**config.mk**
```make
export PLATFORM = sky130hd
export DESIGN_NAME = fetch_sequencer
export DESIGN_NICKNAME = d
export VERILOG_FILES = /design/src/rtl/fetch_seq_pkg.sv /design/src/rtl/return_stack.sv /design/src/rtl/fetch_sequencer.sv
export SDC_FILE = /design/constraint.sdc
export NUM_CORES = 1
export LEC_CHECK = 0
export CORE_MARGIN = 2
export CORE_UTILIZATION = 57
export CTS_BUF_LIST = sky130_fd_sc_hd__clkbuf_4
export CTS_CLUSTER_DIAMETER = 120
export DETAILED_ROUTE_END_ITERATION = 10
export GPL_ROUTABILITY_DRIVEN = 0
export PLACE_DENSITY = 0.92
export SETUP_SLACK_MARGIN = 0.02
export SKIP_CTS_REPAIR_TIMING = 1
export SLEW_MARGIN = 20
export SYNTH_ARGS = -nofsm -noshare
export SYNTH_HDL_FRONTEND = slang
export SYNTH_SLANG_ARGS = --single-unit
export TNS_END_PERCENT = 10
```
**constraint.sdc**
```tcl
create_clock -name i_clk -period 3.15 [get_ports i_clk]
set_input_delay 0.63 -clock i_clk [delete_from_list [all_inputs] [get_ports i_clk]]
set_output_delay 0.63 -clock i_clk [all_outputs]
set_load 0.05 [all_outputs]
```
**src/rtl/fetch_seq_pkg.sv**
```systemverilog
// Shared types for the fetch sequencer: FSM state encoding and the NOP
// instruction the PC presents while a fetch bubble drains.
package fetch_seq_pkg;

  typedef enum logic [2:0] {
    BOOT,
    RUN,
    FLUSH,
    HALT,
    IRQ_ENTRY
  } seq_state_e;

  localparam logic [15:0] NOP_INSTRUCTION = 16'hFFFF;

endpackage

```
**src/rtl/return_stack.sv**
```systemverilog
// Hardware return-address stack: storage array plus an entry counter.
// Ports:
//   i_clk, i_rst_n  clock, async active-low reset (clears the counter only)
//   push, pop, din  write / remove one entry; push when full and pop when
//                   empty are ignored
//   top             most recently pushed entry (undefined when empty)
//   depth           entry count, 0..DEPTH
//   full, empty     count at DEPTH / count at zero
module return_stack #(
  parameter int unsigned WIDTH = 8,
  parameter int unsigned DEPTH = 8
) (
  input  logic                     i_clk,
  input  logic                     i_rst_n,
  input  logic                     push,
  input  logic                     pop,
  input  logic [WIDTH-1:0]         din,
  output logic [WIDTH-1:0]         top,
  output logic [$clog2(DEPTH):0]   depth,
  output logic                     full,
  output logic                     empty
);

  localparam int unsigned PTR_W = $clog2(DEPTH);
  localparam int unsigned CNT_W = PTR_W + 1;

  logic [WIDTH-1:0] mem [DEPTH];
  logic [CNT_W-1:0] cnt_q;

  assign full  = (cnt_q == CNT_W'(DEPTH));
  assign empty = (cnt_q == '0);
  assign depth = cnt_q;
  assign top   = mem[PTR_W'(cnt_q - CNT_W'(1))];

  // Entry counter; saturates at DEPTH because a push while full is dropped.
  always_ff @(posedge i_clk or negedge i_rst_n) begin
    if (!i_rst_n) begin
      cnt_q <= '0;
    end else if (push && !full) begin
      cnt_q <= cnt_q + CNT_W'(1);
    end else if (pop && !empty) begin
      cnt_q <= cnt_q - CNT_W'(1);
    end
  end

  // Storage is not reset; the counter alone defines which entries are valid.
  always_ff @(posedge i_clk) begin
    if (push && !full) begin
      mem[PTR_W'(cnt_q)] <= din;
    end
  end

endmodule

```
**src/rtl/fetch_sequencer.sv**
```systemverilog
// Fetch sequencer: chooses increment / load / hold for the program counter
// each cycle, owns the CALL/RET return stack and inserts the one-cycle
// fetch bubble (FLUSH) after every load.
// Optional feature macro: FETCH_SEQ_IRQ_EN (adds i_irq, o_irq_ack, IRQ_VECTOR).
// Ports:
//   i_clk, i_rst_n       clock, async active-low reset
//   i_pc_addr            address following the executing instruction
//   i_stall              hold the PC
//   i_jump/i_call/i_ret  branch, call (push + branch), return (pop + branch)
//   i_halt               stop fetching until reset
//   i_target             branch / call target
//   o_pc_inc/o_pc_load/o_pc_addr  PC controls (combinational, PC registers them)
//   o_halted             sequencer is halted
//   o_stack_depth        return-stack entry count
//   o_stack_err          sticky overflow / underflow flag
module fetch_sequencer
  import fetch_seq_pkg::*;
#(
  parameter int unsigned           ADDR_WIDTH   = 8,
  parameter int unsigned           STACK_DEPTH  = 8,
  parameter logic [ADDR_WIDTH-1:0] RESET_VECTOR = '0
`ifdef FETCH_SEQ_IRQ_EN
  ,
  parameter logic [ADDR_WIDTH-1:0] IRQ_VECTOR   = {{(ADDR_WIDTH-1){1'b0}}, 1'b1}
`endif
) (
  input  logic                         i_clk,
  input  logic                         i_rst_n,
`ifdef FETCH_SEQ_IRQ_EN
  input  logic                         i_irq,
  output logic                         o_irq_ack,
`endif
  input  logic [ADDR_WIDTH-1:0]        i_pc_addr,
  input  logic                         i_stall,
  input  logic                         i_jump,
  input  logic                         i_call,
  input  logic                         i_ret,
  input  logic                         i_halt,
  input  logic [ADDR_WIDTH-1:0]        i_target,
  output logic                         o_pc_inc,
  output logic                         o_pc_load,
  output logic [ADDR_WIDTH-1:0]        o_pc_addr,
  output logic                         o_halted,
  output logic [$clog2(STACK_DEPTH):0] o_stack_depth,
  output logic                         o_stack_err
);

  seq_state_e              state_q, state_d;
  logic                    err_q, err_d;
  logic                    push_c, pop_c;
  logic                    pc_inc_c, pc_load_c;
  logic [ADDR_WIDTH-1:0]   pc_addr_c;
  logic [ADDR_WIDTH-1:0]   stk_top;
  logic                    stk_full, stk_empty;
`ifdef FETCH_SEQ_IRQ_EN
  logic                    irq_mask_q, irq_mask_d;
`endif

  return_stack #(
    .WIDTH (ADDR_WIDTH),
    .DEPTH (STACK_DEPTH)
  ) u_stack (
    .i_clk   (i_clk),
    .i_rst_n (i_rst_n),
    .push    (push_c),
    .pop     (pop_c),
    .din     (i_pc_addr),
    .top     (stk_top),
    .depth   (o_stack_depth),
    .full    (stk_full),
    .empty   (stk_empty)
  );

  // State and sticky error registers.
  always_ff @(posedge i_clk or negedge i_rst_n) begin
    if (!i_rst_n) begin
      state_q <= BOOT;
      err_q   <= 1'b0;
    end else begin
      state_q <= state_d;
      err_q   <= err_d;
    end
  end

`ifdef FETCH_SEQ_IRQ_EN
  // IRQ mask: set when an interrupt is taken, cleared by the next successful pop.
  always_ff @(posedge i_clk or negedge i_rst_n) begin
    if (!i_rst_n) begin
      irq_mask_q <= 1'b0;
    end else begin
      irq_mask_q <= irq_mask_d;
    end
  end
`endif

  // Next-state, stack strobes and PC controls.
  always_comb begin
    state_d   = state_q;
    err_d     = err_q;
    push_c    = 1'b0;
    pop_c     = 1'b0;
    pc_inc_c  = 1'b0;
    pc_load_c = 1'b0;
    pc_addr_c = '0;
`ifdef FETCH_SEQ_IRQ_EN
    irq_mask_d = irq_mask_q;
`endif
    unique case (state_q)
      BOOT: begin
        pc_load_c = 1'b1;
        pc_addr_c = RESET_VECTOR;
        state_d   = FLUSH;
      end
      RUN: begin
`ifdef FETCH_SEQ_IRQ_EN
        // An unmasked IRQ with no room to save the return address is refused.
        if (!i_halt && !i_ret && i_irq && !irq_mask_q && stk_full) begin
          err_d = 1'b1;
        end
`endif
        if (i_halt) begin
          state_d = HALT;
        end else if (i_ret) begin
          if (!stk_empty) begin
            pop_c     = 1'b1;
            pc_load_c = 1'b1;
            pc_addr_c = stk_top;
            state_d   = FLUSH;
`ifdef FETCH_SEQ_IRQ_EN
            irq_mask_d = 1'b0;
`endif
          end else begin
            err_d   = 1'b1;
            state_d = HALT;
          end
        end
`ifdef FETCH_SEQ_IRQ_EN
        else if (i_irq && !irq_mask_q && !stk_full) begin
          push_c     = 1'b1;
          pc_load_c  = 1'b1;
          pc_addr_c  = IRQ_VECTOR;
          irq_mask_d = 1'b1;
          state_d    = IRQ_ENTRY;
        end
`endif
        else if (i_call) begin
          // Overflow drops the push but still takes the branch.
          if (stk_full) begin
            err_d = 1'b1;
          end else begin
            push_c = 1'b1;
          end
          pc_load_c = 1'b1;
          pc_addr_c = i_target;
          state_d   = FLUSH;
        end else if (i_jump) begin
          pc_load_c = 1'b1;
          pc_addr_c = i_target;
          state_d   = FLUSH;
        end else if (!i_stall) begin
          pc_inc_c = 1'b1;
        end
      end
      FLUSH: begin
        // Bubble cycle: only stall is honoured.
        if (!i_stall) begin
          pc_inc_c = 1'b1;
          state_d  = RUN;
        end
      end
`ifdef FETCH_SEQ_IRQ_EN
      IRQ_ENTRY: begin
        // Bubble cycle that also carries the one-shot acknowledge.
        if (i_stall) begin
          state_d = FLUSH;
        end else begin
          pc_inc_c = 1'b1;
          state_d  = RUN;
        end
      end
`endif
      HALT: begin
        state_d = HALT;
      end
      default: begin
        state_d = BOOT;
      end
    endcase
  end

  // PC controls are held quiet while reset is asserted (state already reads BOOT).
  assign o_pc_inc    = pc_inc_c & i_rst_n;
  assign o_pc_load   = pc_load_c & i_rst_n;
  assign o_pc_addr   = i_rst_n ? pc_addr_c : '0;
  assign o_halted    = (state_q == HALT);
  assign o_stack_err = err_q;
`ifdef FETCH_SEQ_IRQ_EN
  assign o_irq_ack   = (state_q == IRQ_ENTRY);
`endif

endmodule

```
# Word level (Yosys, flattened, before mapping)
# Memory sizes are Yosys's and may differ from the RTL's.
# Index checks and enable logic that the tools add are counted.
dict set report totals {
  ff_bits 8
  latchBits 0
  mem_bits_rw 64
  mem_bits_ro 0
  input_bits 23
  wordCells 69
  memories 1
}
dict set report classes {
  n_addsub 2
  n_mul 0
  n_div 0
  n_lt_le_gt_ge 0
  n_eq_ne 7
  shifts 0
  mux 42
  bitwise_logic 3
  reduce_logical 11
}
# memory words word_bits read_ports rd_clocked_by_memory_dff write_ports line_no
set mem_list {}
lappend mem_list {u_stack.mem 8 8 1 0 1 return_stack.sv:27} ;# logic [WIDTH-1:0] mem [DEPTH];
# cell count
set ops {}
lappend ops {{8-bit 2-to-1 mux} 7}
lappend ops {{1-bit 2-to-1 mux} 25}
lappend ops {{3-bit 2-to-1 mux} 5}
lappend ops {{3-bit case mux with 4 select lines} 1}
lappend ops {{4-bit 2-to-1 mux} 2}
lappend ops {{3-bit by 2-bit equality test with 1-bit output (second input constant)} 2}
lappend ops {{2-bit nonzero test} 3}
lappend ops {{5-bit inequality test (second input constant)} 1}
lappend ops {{5-bit AND reduction} 1}
lappend ops {{4-bit by 1-bit adder with 4-bit output (second input constant)} 1}
lappend ops {{4-bit equality test (second input constant)} 1}
lappend ops {{4-bit logical NOT} 1}
lappend ops {{1-bit case mux with 2 select lines} 2}
lappend ops {{4-bit by 1-bit subtractor with 4-bit output (second input constant)} 1}
lappend ops {{3-bit by 1-bit equality test with 1-bit output (second input constant)} 1}
lappend ops {{3-bit logical NOT} 1}
lappend ops {{1-bit bitwise AND} 2}
lappend ops {{1-bit logical AND} 2}
lappend ops {{1-bit logical NOT} 2}
lappend ops {{2-bit by 1-bit inequality test with 1-bit output (second input constant)} 1}
lappend ops {{2-bit inequality test (second input constant)} 1}
lappend ops {{2-bit AND reduction} 1}
lappend ops {{1-bit NOT} 1}

# Logic depth before layout (Yosys ltp)
# Gate-level depths: netlist (run 1).
dict set report depth {
  word_depth 9
  ltp_mapped 8
}

# Modules after synthesis
# Synthesis (run 1) repeated with hierarchy kept, for this count alone.
dict set report hier_totals {
  cells_unflattened 199
  hier_area_um2 3270.6
}
# module instances cells_each area_each_um2
set by_module_without_submodules {}
lappend by_module_without_submodules {return_stack 1 150 2841.5}
lappend by_module_without_submodules {fetch_sequencer 1 49 429.2}

# Worst setup path after synthesis (run 1)
# No wires, ideal clock.
dict set report synth_timing {
  path_kind {register to output}
  start {register u_stack.cnt_q[0], in the netlist u_stack.depth[0]}
  end {output port o_pc_addr[0]}
  arrival_ns 2.520
  required_time_ns 2.520
  path_slack_ns 0.000
  stages_incl_launch_ff 9
  cell_sequence {dfrtp_1 -> buf_2 -> inv_1 -> ha_1 -> buf_2 -> buf_4 -> mux4_2 -> nand2b_1 -> nand3_1}
}
dict set report synth_via {
  elab_chain_cells 7
  word_cells_on_any_way 8
  cone_classes {add/sub: 1; mux: 5; reduce/logical: 1; memory: 1}
}
# item line_no
set synth_lines {}
lappend synth_lines {{start: declaration} return_stack.sv:28} ;# logic [CNT_W-1:0] cnt_q;
lappend synth_lines {{start signal: assignment} return_stack.sv:40} ;# cnt_q <= cnt_q + CNT_W'(1);
lappend synth_lines {{start signal: assignment} return_stack.sv:42} ;# cnt_q <= cnt_q - CNT_W'(1);
lappend synth_lines {{4-bit by 1-bit subtractor with 4-bit output} return_stack.sv:33} ;# assign top = mem[PTR_W'(cnt_q - CNT_W'(1))];
lappend synth_lines {{memory 8 x 8 bit} --}
lappend synth_lines {{8-bit 2-to-1 mux *} fetch_sequencer.sv:124} ;# if (!stk_empty) begin
lappend synth_lines {{8-bit 2-to-1 mux *} fetch_sequencer.sv:123} ;# end else if (i_ret) begin
lappend synth_lines {{8-bit 2-to-1 mux *} fetch_sequencer.sv:121} ;# if (i_halt) begin
lappend synth_lines {{8-bit 2-to-1 mux *} fetch_sequencer.sv:108} ;# unique case (state_q)
lappend synth_lines {{8-bit 2-to-1 mux *} fetch_sequencer.sv:194} ;# assign o_pc_addr = i_rst_n ? pc_addr_c : '0;
lappend synth_lines {{end: declaration} fetch_sequencer.sv:42} ;# output logic [ADDR_WIDTH-1:0] o_pc_addr,
# Every way passes the cells marked *; elsewhere a longest branch is shown, timed or not.

# Worst setup path in the final report (run 1)
dict set report layout_timing {
  start {input port i_ret}
  end {output port o_pc_addr[6]}
}
dict set report layout_via {
  elab_chain_cells 4
}
# item line_no
set layout_lines {}
lappend layout_lines {{start: declaration} fetch_sequencer.sv:37} ;# input logic i_ret,
lappend layout_lines {{8-bit 2-to-1 mux} fetch_sequencer.sv:123}
lappend layout_lines {{8-bit 2-to-1 mux} fetch_sequencer.sv:121}
lappend layout_lines {{8-bit 2-to-1 mux} fetch_sequencer.sv:108}
lappend layout_lines {{8-bit 2-to-1 mux} fetch_sequencer.sv:194}
# No other way between the ends.

==> flow_metrics.tcl, run 1 <==
set metrics [dict create \
    status "complete, no violations" \
    report.final.slew_viol_count 0 \
    worstHoldStart "o_stack_err" \
    ys_seq_area_share_pct 66.8 \
    clk_path_buf_depth 2 \
    grt_use_total_pct 22.0 \
    die_height_microns 78.2 \
    worstMarginPinSlew_ns 0.504 \
    r2r_start "state_q[1]" \
    antenna_found_initial 0 \
    worstSetupPathType "in -> out" \
    grt_max_degree 22 \
    crit_fanout 8 \
    leakage_nw 1.39 \
    syn_area_sq_um 3140 \
    cts_tree "yes" \
    hpwl_microns 4230 \
    final.setup.worst_slack_ns 0.158 \
    grt_pass1_wl_microns 9540 \
    min_path_cells 1 \
    min_to "o_stack_err" \
    start_util_pct 58.1 \
    power_density_nw_per_um2 699 \
    die-area_sq_um 6120 \
    drv_cap 0 \
    cts_made_buffers 9 \
    overflow 0 \
    max_slew_margin_pct 66.3 \
    synth_area_leaders "edfxtp_1 61%, mux4_2 11%, dfrtp_1 5.6%" \
    synth_largest_area_cell "edfxtp_1" \
    max_freq_ghz 0.334 \
    io_buffer_count 38 \
    syn2layout_area_growth_pct 22.8 \
    ys.flop_type "edfxtp_1" \
    crit_path_end_kind "primary output" \
    critPathLaunchType "primary input" \
    drt_wl_total_microns 6180 \
    final_nets 277 \
    cts.clk_slew.worst_paths_ns 0.10 \
    routedWlPerCell_microns 19.0 \
    root_buffer "clkbuf_4" \
    pre_cts_ws_ns 0.0469 \
    route.detailed.drc 0 \
    rows 27 \
    clock_sinks 71 \
    rr_endpoint "u_stack.mem[7][7]" \
    postSynthAreaPerCell_sq_um 16.7 \
    placeableCoreArea_sq_um 5410 \
    r2r_setup_slack_ns 1.08 \
    synth-edff-count 64 \
    vias_per_cell 5.66 \
    required_ns 2.52 \
    grt_pass1_vias 1866 \
    whs_ns 0.478 \
    ys_ff_latch 71 \
    peakVddDrop_uv 646 \
    fin_crit_ns 2.99 \
    diodes 0 \
    synth_nets 217 \
    clock_latency_ns 0.40 \
    setup_violations 0 \
    vias 1838 \
    synthDistinctLibCells 35 \
    synth-async-reset-ratio_pct 9.86 \
    design.portCount 39 \
    chipWidth_microns 78.2 \
    cp.arrival_ns 2.36 \
    first_iter_violations 100 \
    finalCritPeriodShare_pct 95.0 \
    h-tree-depth 3 \
    synth_cells 188 \
    yosysWarningCount 0 \
    hp-class "reg -> reg" \
    layout-drive-gt1-share_pct 26.5 \
    rsz0062_at_grt "no" \
    skew_ns 0.00646 \
    reg2reg_depth 7 \
    ant_nets 0 \
    drtPass1Iterations 4 \
    synth_top_area_share_pct 61.2 \
    hold_viol 0 \
]
-- routing by layer --
| layer | share of wire (%) | GRT usage [%] | vias to the layer above |
|---|---|---|---|
| li1 | - | - | 851 |
| met1 | 40 | 26.3 | 914 |
| met2 | 54 | 37.7 | 66 |
| met3 | 5.2 | 7.36 | 7 |
| met4 | 1.1 | 7.89 | 0 |
| met5 | 0 | 0 | - |
-- state kept, by name, indices dropped and copies added, names as in the netlist --
signal         count
o_stack_err        1
u_stack.depth      4
u_stack.mem       64
state_q            2
-- cell families after synthesis --
logic type,after synthesis,synth area share [%]
xor+xnor,4,1.12
compound gates,15,4.42
flops,71,66.8
mux,18,12.1
simple gates,63,11.6
fa+ha+maj,6,2.39
buf+inv,11,1.59
-- area by class of cell --
cell class / instances / area [sq um]
sequential: 71 / 2100
fill: 365 / 1550
multi-input combinational: 106 / 1010
timing repair buffer: 54 / 500
tap: 72 / 90.1
clock buffer: 10 / 75.1
clock inverter: 6 / 61.3
inverter: 6 / 22.5
-- worst max path at each step --
stage,endpoint,from,slack (ns),depth (start not counted)
5_1_grt,o_pc_addr[5],u_stack.depth[0],0.01,7
4_1_cts,o_pc_addr[6],u_stack.depth[1],-0.01,7
3_5_place_dp,o_pc_addr[5],i_halt,0.05,6
2_1_floorplan,o_pc_addr[1],u_stack.depth[0],0.0004,8
3_3_place_gp,o_pc_addr[6],i_halt,0.09,6
6_report,o_pc_addr[6],i_ret,0.16,6
-- cells in the final DEF (no fill, tap or decap), types with 4 or more instances in the layout --
cell / count
edfxtp_1: 64
clkdlybuf4s50_1: 28
buf_4: 24
mux4_2: 16
nand2b_1: 16
nand2_1: 15
clkbuf_4: 10
nand3_1: 9
inv_1: 6
nor3_1: 6
ha_1: 6
dfrtp_1: 6
nor2_1: 5
a21oi_1: 4
-- report_power, final --
group	internal, mW	switching [mW]
Clock	0.249	0.304
Sequential	1.07	0.0684
Combinational	0.470	0.534
-- cells in the mapped netlist, drive strengths merged (2+ instances only) --
master,instances
dfrtp,7
inv,6
ha,6
nor2b,2
edfxtp,64
mux2i,2
nor3,6
mux4,16
buf,5
o21ai,3
nor2,5
xnor2,3
nand3,11
nand2b,16
and3b,2
nand2,15
a21oi,4
-- worst max-delay path: stages --
cell and delay [ns]:
clkdlybuf4s50_1 0.62, nor3b_4 0.29, o211a_1 0.41, nand2_1 0.10, nand3_1 0.10, buf_4 0.21
-- through the flow --
stage	utilization, %	area (sq um)	power [mW]	setup TNS (ns)	instances
4_1_cts	71.0	3840	2.71	-0.0254	324
2_1_floorplan	-	3140	1.89	0	188
3_3_place_gp	68.4	3700	2.14	0	308
6_report	71.3	3860	2.69	0	325
3_5_place_dp	68.4	3700	2.16	0	308
5_1_grt	71.3	3860	2.82	0	325
(Power assumes the default switching activity.)
==> run 2, diff against run 1 <==
- HOLD_SLACK_MARGIN: unset -> 0.12
==> results of run 2 <==
Final layout, timing and power as in run 1 (identical DEF).
